## src/rtl/mem_access_pkg.sv

```systemverilog
// Shared types for the memory-stage bus controller: FSM state encoding and
// access-size codes (access width is 2^size bytes).
package mem_access_pkg;

  typedef enum logic [1:0] {
    IDLE = 2'd0,
    BUSY = 2'd1,
    DONE = 2'd2
  } state_t;

  localparam logic [1:0] SZ_BYTE  = 2'd0;
  localparam logic [1:0] SZ_HALF  = 2'd1;
  localparam logic [1:0] SZ_WORD  = 2'd2;
  localparam logic [1:0] SZ_DWORD = 2'd3;

endpackage

```

## src/rtl/mem_lane_format.sv

```systemverilog
// Combinational byte-lane formatter: store byte enables, lane-replicated store
// data, and little-endian extraction plus sign/zero extension of load data.
module mem_lane_format
  import mem_access_pkg::*;
#(
  parameter int DATA_W = 32,
  parameter int NB     = DATA_W / 8,
  parameter int OFF_W  = $clog2(NB)
) (
  input  logic [1:0]        i_size,
  input  logic              i_sign,
  input  logic [OFF_W-1:0]  i_off,
  input  logic [DATA_W-1:0] i_wdata,
  input  logic [DATA_W-1:0] i_rdata,
  output logic [NB-1:0]     o_be,
  output logic [DATA_W-1:0] o_wdata,
  output logic [DATA_W-1:0] o_rdata
);

  logic [DATA_W-1:0]        w_shifted;
  logic [DATA_W-1:0]        w_left;
  logic signed [DATA_W-1:0] w_sra;
  logic [6:0]               w_pad;

  assign w_shifted = i_rdata >> {i_off, 3'b000};

  always_comb begin
    o_be    = '1;
    o_wdata = i_wdata;
    w_pad   = 7'd0;
    case (i_size)
      SZ_BYTE: begin
        o_be    = NB'(1) << i_off;
        o_wdata = {NB{i_wdata[7:0]}};
        w_pad   = 7'(DATA_W - 8);
      end
      SZ_HALF: begin
        o_be    = NB'(3) << i_off;
        o_wdata = {(NB/2){i_wdata[15:0]}};
        w_pad   = 7'(DATA_W - 16);
      end
      SZ_WORD: begin
        o_be    = NB'(15) << i_off;
        o_wdata = {(NB/4){i_wdata[31:0]}};
        w_pad   = 7'(DATA_W - 32);
      end
      default: begin
        o_be    = '1;
        o_wdata = i_wdata;
        w_pad   = 7'd0;
      end
    endcase
  end

  // Push the field to the top, then shift back down arithmetically or logically.
  always_comb begin
    w_left  = w_shifted << w_pad;
    w_sra   = $signed(w_left) >>> w_pad;
    o_rdata = i_sign ? DATA_W'(w_sra) : (w_left >> w_pad);
  end

endmodule

```

## src/rtl/mem_access_unit.sv

```systemverilog
// MEM-stage bus controller: holds one load/store on the bus until bus_ready,
// stalling the pipeline meanwhile. Optional bus timeout under MEM_TIMEOUT_EN.
module mem_access_unit
  import mem_access_pkg::*;
#(
  parameter int DATA_W         = 32,
  parameter int ADDR_W         = 32,
  parameter int TIMEOUT_CYCLES = 255
) (
  input  logic                clk,
  input  logic                rst,
  input  logic                req_valid,
  input  logic                req_write,
  input  logic [1:0]          req_size,
  input  logic                req_sign,
  input  logic [ADDR_W-1:0]   req_addr,
  input  logic [DATA_W-1:0]   req_wdata,
  output logic                mem_stall,
  output logic                rsp_valid,
  output logic [DATA_W-1:0]   rsp_rdata,
  output logic                misaligned,
  output logic                timeout_err,
  output logic                bus_req,
  output logic                bus_we,
  output logic [ADDR_W-1:0]   bus_addr,
  output logic [DATA_W-1:0]   bus_wdata,
  output logic [DATA_W/8-1:0] bus_be,
  input  logic [DATA_W-1:0]   bus_rdata,
  input  logic                bus_ready,
  output state_t              dbg_state
);

  localparam int NB    = DATA_W / 8;
  localparam int OFF_W = $clog2(NB);

  if (!(DATA_W == 32 || DATA_W == 64) || TIMEOUT_CYCLES < 1) begin : g_param_check
    $error("mem_access_unit: DATA_W must be 32 or 64 and TIMEOUT_CYCLES >= 1");
  end

  state_t              r_state;
  logic [1:0]          r_size;
  logic                r_sign;
  logic [OFF_W-1:0]    r_off;
  logic                r_write;
  logic                r_rsp_valid;
  logic [DATA_W-1:0]   r_rsp_rdata;
  logic                r_bus_req;
  logic                r_bus_we;
  logic [ADDR_W-1:0]   r_bus_addr;
  logic [DATA_W-1:0]   r_bus_wdata;
  logic [NB-1:0]       r_bus_be;

  logic [OFF_W-1:0]    w_off;
  logic [OFF_W-1:0]    w_align_mask;
  logic                w_legal;
  logic                w_idle;
  logic                w_accept;
  logic [1:0]          w_fmt_size;
  logic                w_fmt_sign;
  logic [OFF_W-1:0]    w_fmt_off;
  logic [NB-1:0]       w_be;
  logic [DATA_W-1:0]   w_wrep;
  logic [DATA_W-1:0]   w_rext;

  assign w_off        = req_addr[OFF_W-1:0];
  assign w_align_mask = ~({OFF_W{1'b1}} << req_size);
  assign w_legal      = (req_size <= 2'(OFF_W)) && ((w_off & w_align_mask) == '0);
  assign w_idle       = (r_state == IDLE);
  assign w_accept     = w_idle && req_valid && w_legal;

  // In IDLE the formatter sees the live request; afterwards the latched one.
  assign w_fmt_size = w_idle ? req_size : r_size;
  assign w_fmt_sign = w_idle ? req_sign : r_sign;
  assign w_fmt_off  = w_idle ? w_off    : r_off;

  mem_lane_format #(.DATA_W(DATA_W)) u_fmt (
    .i_size  (w_fmt_size),
    .i_sign  (w_fmt_sign),
    .i_off   (w_fmt_off),
    .i_wdata (req_wdata),
    .i_rdata (bus_rdata),
    .o_be    (w_be),
    .o_wdata (w_wrep),
    .o_rdata (w_rext)
  );

`ifdef MEM_TIMEOUT_EN
  localparam int CNT_W = $clog2(TIMEOUT_CYCLES + 1);
  logic [CNT_W-1:0] r_tcnt;
  logic             r_terr;
  assign timeout_err = r_terr;
`else
  assign timeout_err = 1'b0;
`endif

  always_ff @(posedge clk or negedge rst) begin
    if (!rst) begin
      r_state     <= IDLE;
      r_size      <= SZ_BYTE;
      r_sign      <= 1'b0;
      r_off       <= '0;
      r_write     <= 1'b0;
      r_rsp_valid <= 1'b0;
      r_rsp_rdata <= '0;
      r_bus_req   <= 1'b0;
      r_bus_we    <= 1'b0;
      r_bus_addr  <= '0;
      r_bus_wdata <= '0;
      r_bus_be    <= '0;
`ifdef MEM_TIMEOUT_EN
      r_tcnt      <= '0;
      r_terr      <= 1'b0;
`endif
    end else begin
      case (r_state)
        IDLE: begin
          r_rsp_valid <= 1'b0;
          if (w_accept) begin
            r_size      <= req_size;
            r_sign      <= req_sign;
            r_off       <= w_off;
            r_write     <= req_write;
            r_bus_req   <= 1'b1;
            r_bus_we    <= req_write;
            r_bus_addr  <= req_addr & ~ADDR_W'(NB - 1);
            r_bus_wdata <= w_wrep;
            r_bus_be    <= w_be;
            r_state     <= BUSY;
`ifdef MEM_TIMEOUT_EN
            r_tcnt      <= '0;
`endif
          end
        end
        BUSY: begin
          if (bus_ready) begin
            r_rsp_rdata <= r_write ? '0 : w_rext;
            r_rsp_valid <= 1'b1;
            r_bus_req   <= 1'b0;
            r_bus_we    <= 1'b0;
            r_state     <= DONE;
`ifdef MEM_TIMEOUT_EN
          end else if (r_tcnt == CNT_W'(TIMEOUT_CYCLES - 1)) begin
            r_rsp_rdata <= '0;
            r_rsp_valid <= 1'b1;
            r_terr      <= 1'b1;
            r_bus_req   <= 1'b0;
            r_bus_we    <= 1'b0;
            r_state     <= DONE;
          end else begin
            r_tcnt      <= r_tcnt + 1'b1;
`endif
          end
        end
        DONE: begin
          r_rsp_valid <= 1'b0;
`ifdef MEM_TIMEOUT_EN
          r_terr      <= 1'b0;
`endif
          r_state     <= IDLE;
        end
        default: r_state <= IDLE;
      endcase
    end
  end

  // Gated by rst so the stall and misalign pulses vanish the moment reset asserts.
  assign mem_stall  = rst & ((r_state == BUSY) | w_accept);
  assign misaligned = rst & w_idle & req_valid & ~w_legal;
  assign rsp_valid  = r_rsp_valid;
  assign rsp_rdata  = r_rsp_rdata;
  assign bus_req    = r_bus_req;
  assign bus_we     = r_bus_we;
  assign bus_addr   = r_bus_addr;
  assign bus_wdata  = r_bus_wdata;
  assign bus_be     = r_bus_be;
  assign dbg_state  = r_state;

endmodule
```

## config.mk

```make
export PLATFORM = sky130hd
export DESIGN_NAME = mem_access_unit
export DESIGN_NICKNAME = d
export VERILOG_FILES = /design/src/rtl/mem_access_pkg.sv /design/src/rtl/mem_lane_format.sv /design/src/rtl/mem_access_unit.sv
export SDC_FILE = /design/constraint.sdc
export NUM_CORES = 1
export LEC_CHECK = 0
export ABC_AREA = 1
export CAP_MARGIN = 15
export CORE_MARGIN = 2
export CORE_UTILIZATION = 40
export DETAILED_ROUTE_END_ITERATION = 10
export GPL_ROUTABILITY_DRIVEN = 0
export PLACE_DENSITY = 0.71
export SYNTH_ARGS = -nofsm -noshare
export SYNTH_HDL_FRONTEND = slang
export SYNTH_SLANG_ARGS = --single-unit
export TNS_END_PERCENT = 5
```

## constraint.sdc

```tcl
create_clock -name clk -period 5.2 [get_ports clk]
set_input_delay 1.04 -clock clk [delete_from_list [all_inputs] [get_ports clk]]
set_output_delay 1.04 -clock clk [all_outputs]
set_load 0.02 [all_outputs]
```

==> results.json, run 1 <==
{
  "status": "finished, final reports clean",
  "finalHoldViolations": 0,
  "min_path_type": "reg -> reg",
  "worst_slew_pin_slew_ns": 0.946,
  "drt-pass1-iter-count": 6,
  "finalCriticalPeriod_ns": 3.98,
  "grt_usage_pct": 23.7,
  "final_cell_mix": "nand2_1 (280), clkdlybuf4s50_1 (207), dfrtp_1 (109)",
  "path_clk_slew_ns": 0.07,
  "coreArea_um2": 13800,
  "relSlewSlack_pct": 36.9,
  "multi_input_area_um2": 2520,
  "critPathLaunchType": "input pin",
  "fin_ws_ns": 1.22,
  "p_leak_nw": 3.74,
  "yosysTopAreaCell": "dfrtp_1",
  "hold_depth": 1,
  "cts_tree": "built",
  "slowest_delay_ns": 0.68,
  "period_share_pct": 76.5,
  "fillers": 1301,
  "nets": 1010,
  "cts_buffers": 9,
  "grt_max_degree": 74,
  "hold_start": "rsp_rdata[24]",
  "wire_per_inst_um": 15.9,
  "initial_core_util_pct": 40.7,
  "path_cells": "clkdlybuf4s50_1, o31ai_1, nand3_2, a21boi_0, clkdlybuf4s50_1",
  "drt_iter0_drc": 454,
  "fmax_mhz": 251,
  "worstReg2RegStart": "dbg_state[0]",
  "avgSynthCellArea_um2": 7.73,
  "synth_seq_cells": 109,
  "synth_top_area_share_pct": 48.7,
  "utilization_pct": 58.1,
  "cts_buffer_depth": 2,
  "min_to": "rsp_rdata[24]",
  "seq_area_um2": 2730,
  "r2r_slack_ns": 1.94,
  "dp_hpwl_mm": 12.1,
  "clock-sinks": 109,
  "fin_cells": 1089,
  "whs_ns": 0.478,
  "synth_warnings": 0,
  "clock_skew_ns": 0.00656,
  "syn2layout_area_growth_pct": 42.8,
  "final_max_slew_viol_count": 0,
  "path_common_cell": "clkdlybuf4s50_1",
  "syn_area_um2": 5610,
  "grt_pass1_wl_mm": 27.5,
  "postCtsSetupRepairBufs": 0,
  "cap_viol_max_count": 0,
  "drt-total-wl_mm": 17.3,
  "slowest_stage": "clkdlybuf4s50_1",
  "ir_drop_uv": 209,
  "cp-end-kind": "output pin",
  "place_worst_setup_slack_ns": 1.27,
  "io-pin-count": 212,
  "cts_resized": 0,
  "setup_tns_ns": 0,
  "crit_type": "in -> out",
  "antenna_left": 0,
  "hold_buffers": 0,
  "rsz0062_at_grt": "no",
  "via_per_inst": 5.09,
  "cp.arrival_ns": 2.94,
  "ys.flop_type": "dfrtp_1",
  "die_x_um": 122,
  "syn_inst": 725,
  "synth-async-reset-ratio_pct": 100,
  "ys_seq_area_share_pct": 48.7,
  "netlist_top_cells_area": "dfrtp_1 (49%), nand2_1 (19%), o21ai_0 (4.5%)",
  "synth_edf_count": 0,
  "cp_top_family": "buffers and inverters",
  "layout_commonest_cell": "nand2_1",
  "clock_latency_ns": 0.35,
  "r2r_cells": 10,
  "row_count": 43,
  "r2r_end": "rsp_rdata[1]",
  "worst-path-buf-inv": 2,
  "diodes": 0,
  "htree_levels": 3,
  "die_area_um2": 15000,
  "powerDensity_nw_per_um2": 504,
  "grt_pass1_vias": 5296,
  "vias": 5543,
  "placedCellCount": 1073,
  "antenna_found_initial": 1,
  "finalSetupViolCount": 0,
  "overflow": 0,
  "io_buffer_count": 208,
  "cp_data_required_time_ns": 4.16,
  "die_height_um": 122,
  "drive_gt1_share_pct": 4.95,
  "cts-root-buf": "clkbuf_16",
  "drcViolationCount": 0,
  "cp_max_fo": 3,
  "ys_types": 31
}
## per-stage QoR
| step | total power [mW] | instance area, µm² |
|---|---|---|
| 2_1_floorplan | 2.43 | 5610 |
| 3_3_place_gp | 3.31 | 7700 |
| 4_1_cts | 4.06 | 8010 |
| 6_report | 4.04 | 8010 |
| 3_5_place_dp | 3.33 | 7700 |
| 5_1_grt | 4.31 | 8010 |
## synth_stat cells, types with 2 or more instances
cell,instances
o21ai_2,3
o21ai_0,50
nand2_4,2
o21ai_1,15
buf_4,9
nand2_2,5
clkbuf_1,22
inv_2,6
a22o_1,8
nor2_4,3
nand3_1,48
buf_6,5
ha_1,2
inv_1,22
a21oi_1,47
o211ai_1,7
buf_2,11
o31ai_1,2
nor2_1,37
a21o_1,7
a31oi_1,17
nand2_1,280
dfrtp_1,109
## power breakdown
group | total (mW) | internal, mW | switching, mW
Combinational | 1.97 | 0.851 | 1.12
Clock | 0.721 | 0.393 | 0.328
Sequential | 1.35 | 1.15 | 0.194
## cell type report
type / instances / area share, %
sequential: 109 / 34.1
clock inverter: 5 / 0.813
multi-input combinational: 543 / 31.5
inverter: 28 / 1.31
timing repair buffer: 213 / 26.4
clock buffer: 11 / 3.03
tap: 180 / 2.81
## routing by layer
layer	vias to the layer above	wire (µm)	share of wire, %	GRT usage, %
met1	2549	7290	42	31.1
li1	2728	-	-	-
met2	234	7960	46	37.2
met4	2	349	2.0	6.90
met5	-	10	0.058	0
met3	30	1730	10	8.09
## worst reg2reg max path, stage by stage (launching register included)
cell	delay, ns
dfrtp_1	0.43
nor2_2	0.52
nand2_1	0.14
o21ai_2	0.28
inv_1	0.17
ha_1	0.40
inv_1	0.27
buf_4	0.32
o21ai_0	0.25
o21ai_0	0.29
nand2_1	0.08
## how the worst max path moves through the flow
stage | startpoint | end | slack, ns | cells past startpoint
CTS | req_addr[0] | mem_stall | 1.23 | 5
global route | req_addr[0] | mem_stall | 1.16 | 5
finish | req_addr[0] | mem_stall | 1.22 | 5
global placement | req_addr[0] | mem_stall | 1.33 | 5
detailed placement | req_addr[0] | mem_stall | 1.27 | 5
floorplan | req_addr[0] | mem_stall | 1.90 | 4
## kinds of logic after synthesis
logic type      Yosys count  synth area share, %
flops                   109                 48.7
other cells               1               0.0669
simple gates            379                 28.0
compound gates          159                 16.3
buf+inv                  75                 6.54
fa+ha+maj                 2                0.446
## flip-flops by register name, summed over array words and instances (netlist names)
name,cells
bus_wdata,32
rsp_rdata,32
bus_addr,30
bus_be,4
dbg_state,2
r_off,2
r_size,2
bus_req,1
bus_we,1
r_sign,1
r_write,1
rsp_valid,1
No activity file was read; power rests on OpenSTA's default activity.
==> run 2: changes to the inputs <==
--- a/config.mk
+++ b/config.mk
@@ -11,7 +11,7 @@
 export CORE_UTILIZATION = 40
 export DETAILED_ROUTE_END_ITERATION = 10
 export GPL_ROUTABILITY_DRIVEN = 0
-export PLACE_DENSITY = 0.71
+export PLACE_DENSITY = 0.74
 export SYNTH_ARGS = -nofsm -noshare
 export SYNTH_HDL_FRONTEND = slang
 export SYNTH_SLANG_ARGS = --single-unit
==> constraint.sdc (replaced) <==
create_clock -name clk -period 3.3 [get_ports clk]
set_input_delay 0.66 -clock clk [delete_from_list [all_inputs] [get_ports clk]]
set_output_delay 0.66 -clock clk [all_outputs]
set_load 0.02 [all_outputs]
==> run 2 against run 1 <==
Against the previous run: sequential power grew 57%; core utilization grew 0.64 points; final cell count grew 1.0%; sequential cell count is the same; critical path type unchanged; largest power group unchanged.
==> results.json, run 2 (synthesized netlist as in run 1, its figures left out) <==
{
  "status": "finished, final reports clean",
  "die_height_um": 122,
  "wire_per_inst_um": 16.3,
  "utilization_pct": 58.8,
  "fillers": 1319,
  "postCtsSetupRepairBufs": 0,
  "r2r_end": "rsp_rdata[26]",
  "multi_input_area_um2": 2520,
  "fin_ws_ns": 0.159,
  "antenna_left": 0,
  "nets": 1022,
  "cp_max_fo": 3,
  "grt_usage_pct": 24.4,
  "place_worst_setup_slack_ns": 0.172,
  "diodes": 0,
  "critPathLaunchType": "input pin",
  "grt_pass1_wl_mm": 28.2,
  "cap_viol_max_count": 0,
  "drive_gt1_share_pct": 6.20,
  "finalHoldViolations": 0,
  "swShare_pct": 40.7,
  "drcViolationCount": 0,
  "die_x_um": 122,
  "cellInternalPower_mw": 3.80,
  "cp-end-kind": "output pin",
  "die_area_um2": 15000,
  "ir_drop_uv": 335,
  "io-pin-count": 212,
  "startpoint": "req_addr[0]",
  "seqPwrFrac_pct": 33.1,
  "coreArea_um2": 13800,
  "min_path_type": "in -> async",
  "overflow": 0,
  "combPwrFrac_pct": 49.1,
  "initial_core_util_pct": 40.7,
  "path_common_cell": "clkdlybuf4s50_1",
  "htree_levels": 3,
  "setup_tns_ns": 0,
  "r2r_cells": 10,
  "antenna_found_initial": 0,
  "final_cell_mix": "nand2_1 (280), clkdlybuf4s50_1 (207), dfrtp_1 (109)",
  "clockPowerShare_pct": 17.8,
  "cp_top_family": "buffers and inverters",
  "cts-root-buf": "clkbuf_16",
  "path_cells": "clkdlybuf4s50_1, o31ai_1, buf_4, nand3_2, a21boi_0, clkdlybuf4s50_1",
  "fmax_mhz": 318,
  "relSlewSlack_pct": 42.7,
  "powerDensity_nw_per_um2": 792,
  "clock_skew_ns": 0.00797,
  "seq_area_um2": 2730,
  "slowest_delay_ns": 0.63,
  "cts_resized": 0,
  "switchingPower_mw": 2.61,
  "drt-pass1-iter-count": 5,
  "finalSetupViolCount": 0,
  "io_buffer_count": 208,
  "grt_pass1_vias": 5500,
  "drt-total-wl_mm": 17.9,
  "cts_buffer_depth": 2,
  "placedCellCount": 1085,
  "fin_cells": 1100,
  "dp_hpwl_mm": 12.6,
  "path_clk_slew_ns": 0.07,
  "crit_type": "in -> out",
  "hold_buffers": 0,
  "cp.arrival_ns": 2.48,
  "clock-sinks": 109,
  "final_max_slew_viol_count": 0,
  "clock_latency_ns": 0.35,
  "fin_area_um2": 8090,
  "cts_tree": "built",
  "cp-endpoint": "mem_stall",
  "slowest_stage": "clkdlybuf4s50_1",
  "cts_buffers": 9,
  "period_share_pct": 95.2,
  "crit_cells": 6,
  "worst-path-buf-inv": 3,
  "worstReg2RegStart": "dbg_state[0]",
  "drt_iter0_drc": 495,
  "via_per_inst": 5.14,
  "layout_commonest_cell": "nand2_1",
  "worst_slew_pin_slew_ns": 0.860,
  "postPlaceCellArea_um2": 7790,
  "p_leak_nw": 3.80,
  "grt_max_degree": 67,
  "vias": 5659,
  "cp_data_required_time_ns": 2.64,
  "row_count": 43,
  "r2r_slack_ns": 0.73,
  "syn2layout_area_growth_pct": 44.4,
  "rsz0062_at_grt": "no",
  "finalCriticalPeriod_ns": 3.14
}
-- run 2: changes by cell type in the layout (fill, tap and decap cells not counted) --
cell,change
clkinvlp_4,+1
buf_4,+12
clkinv_4,-1
clkbuf_1,-1
inv_8,+1
inv_6,-1
-- run 2: per-stage QoR --
step                hold WS (ns)  total power, mW
CTS                        0.462             6.45
global route               0.491             6.82
detailed placement         0.465             5.29
finish                     0.445             6.41
floorplan                  0.364             3.83
global placement           0.461             5.26
-- run 2: area by class of cell --
type | instances | share of cell area, %
clock buffer | 10 | 2.95
inverter | 28 | 1.30
clock inverter | 5 | 0.819
timing repair buffer | 225 | 27.3
multi-input combinational | 543 | 31.2
sequential | 109 | 33.7
tap | 180 | 2.78
-- run 2: layer usage --
| layer | wire length [µm] | up-vias | track usage (%) |
|---|---|---|---|
| met5 | 0 | - | 0 |
| li1 | - | 2748 | - |
| met3 | 1410 | 32 | 5.90 |
| met1 | 7610 | 2643 | 32.4 |
| met4 | 469 | 0 | 9.63 |
| met2 | 8400 | 236 | 38.5 |
-- run 2: worst min path at each step --
| stage | to | slack, ns | cells after the start |
|---|---|---|---|
| finish | rsp_rdata[27] | 0.44 | 2 |
| global route | rsp_rdata[29] | 0.49 | 1 |
| CTS | rsp_rdata[27] | 0.46 | 2 |
| detailed placement | bus_addr[15] | 0.47 | 2 |
| global placement | rsp_rdata[26] | 0.46 | 1 |
| floorplan | bus_addr[10] | 0.36 | 0 |
-- run 2: power by group through the flow --
stage / sequential, mW / combinational, mW / clock, mW
after global placement: 2.13 / 3.13 / 0
final: 2.12 / 3.15 / 1.14
after global routing: 2.18 / 3.42 / 1.21
after floorplan: 2.67 / 1.16 / 0
after CTS: 2.13 / 3.16 / 1.16
after detailed placement: 2.13 / 3.15 / 0
-- run 2: worst register-to-register path, cell delays in order (launching register included) --
cell and delay, ns:
dfrtp_1 0.43, nor2_2 0.36, nand2_1 0.21, nand2_2 0.47, nand2_1 0.14, nand3_1 0.12, nand3_1 0.11, nand2_2 0.12
nand3_4 0.18, a21oi_1 0.25, a21o_1 0.11
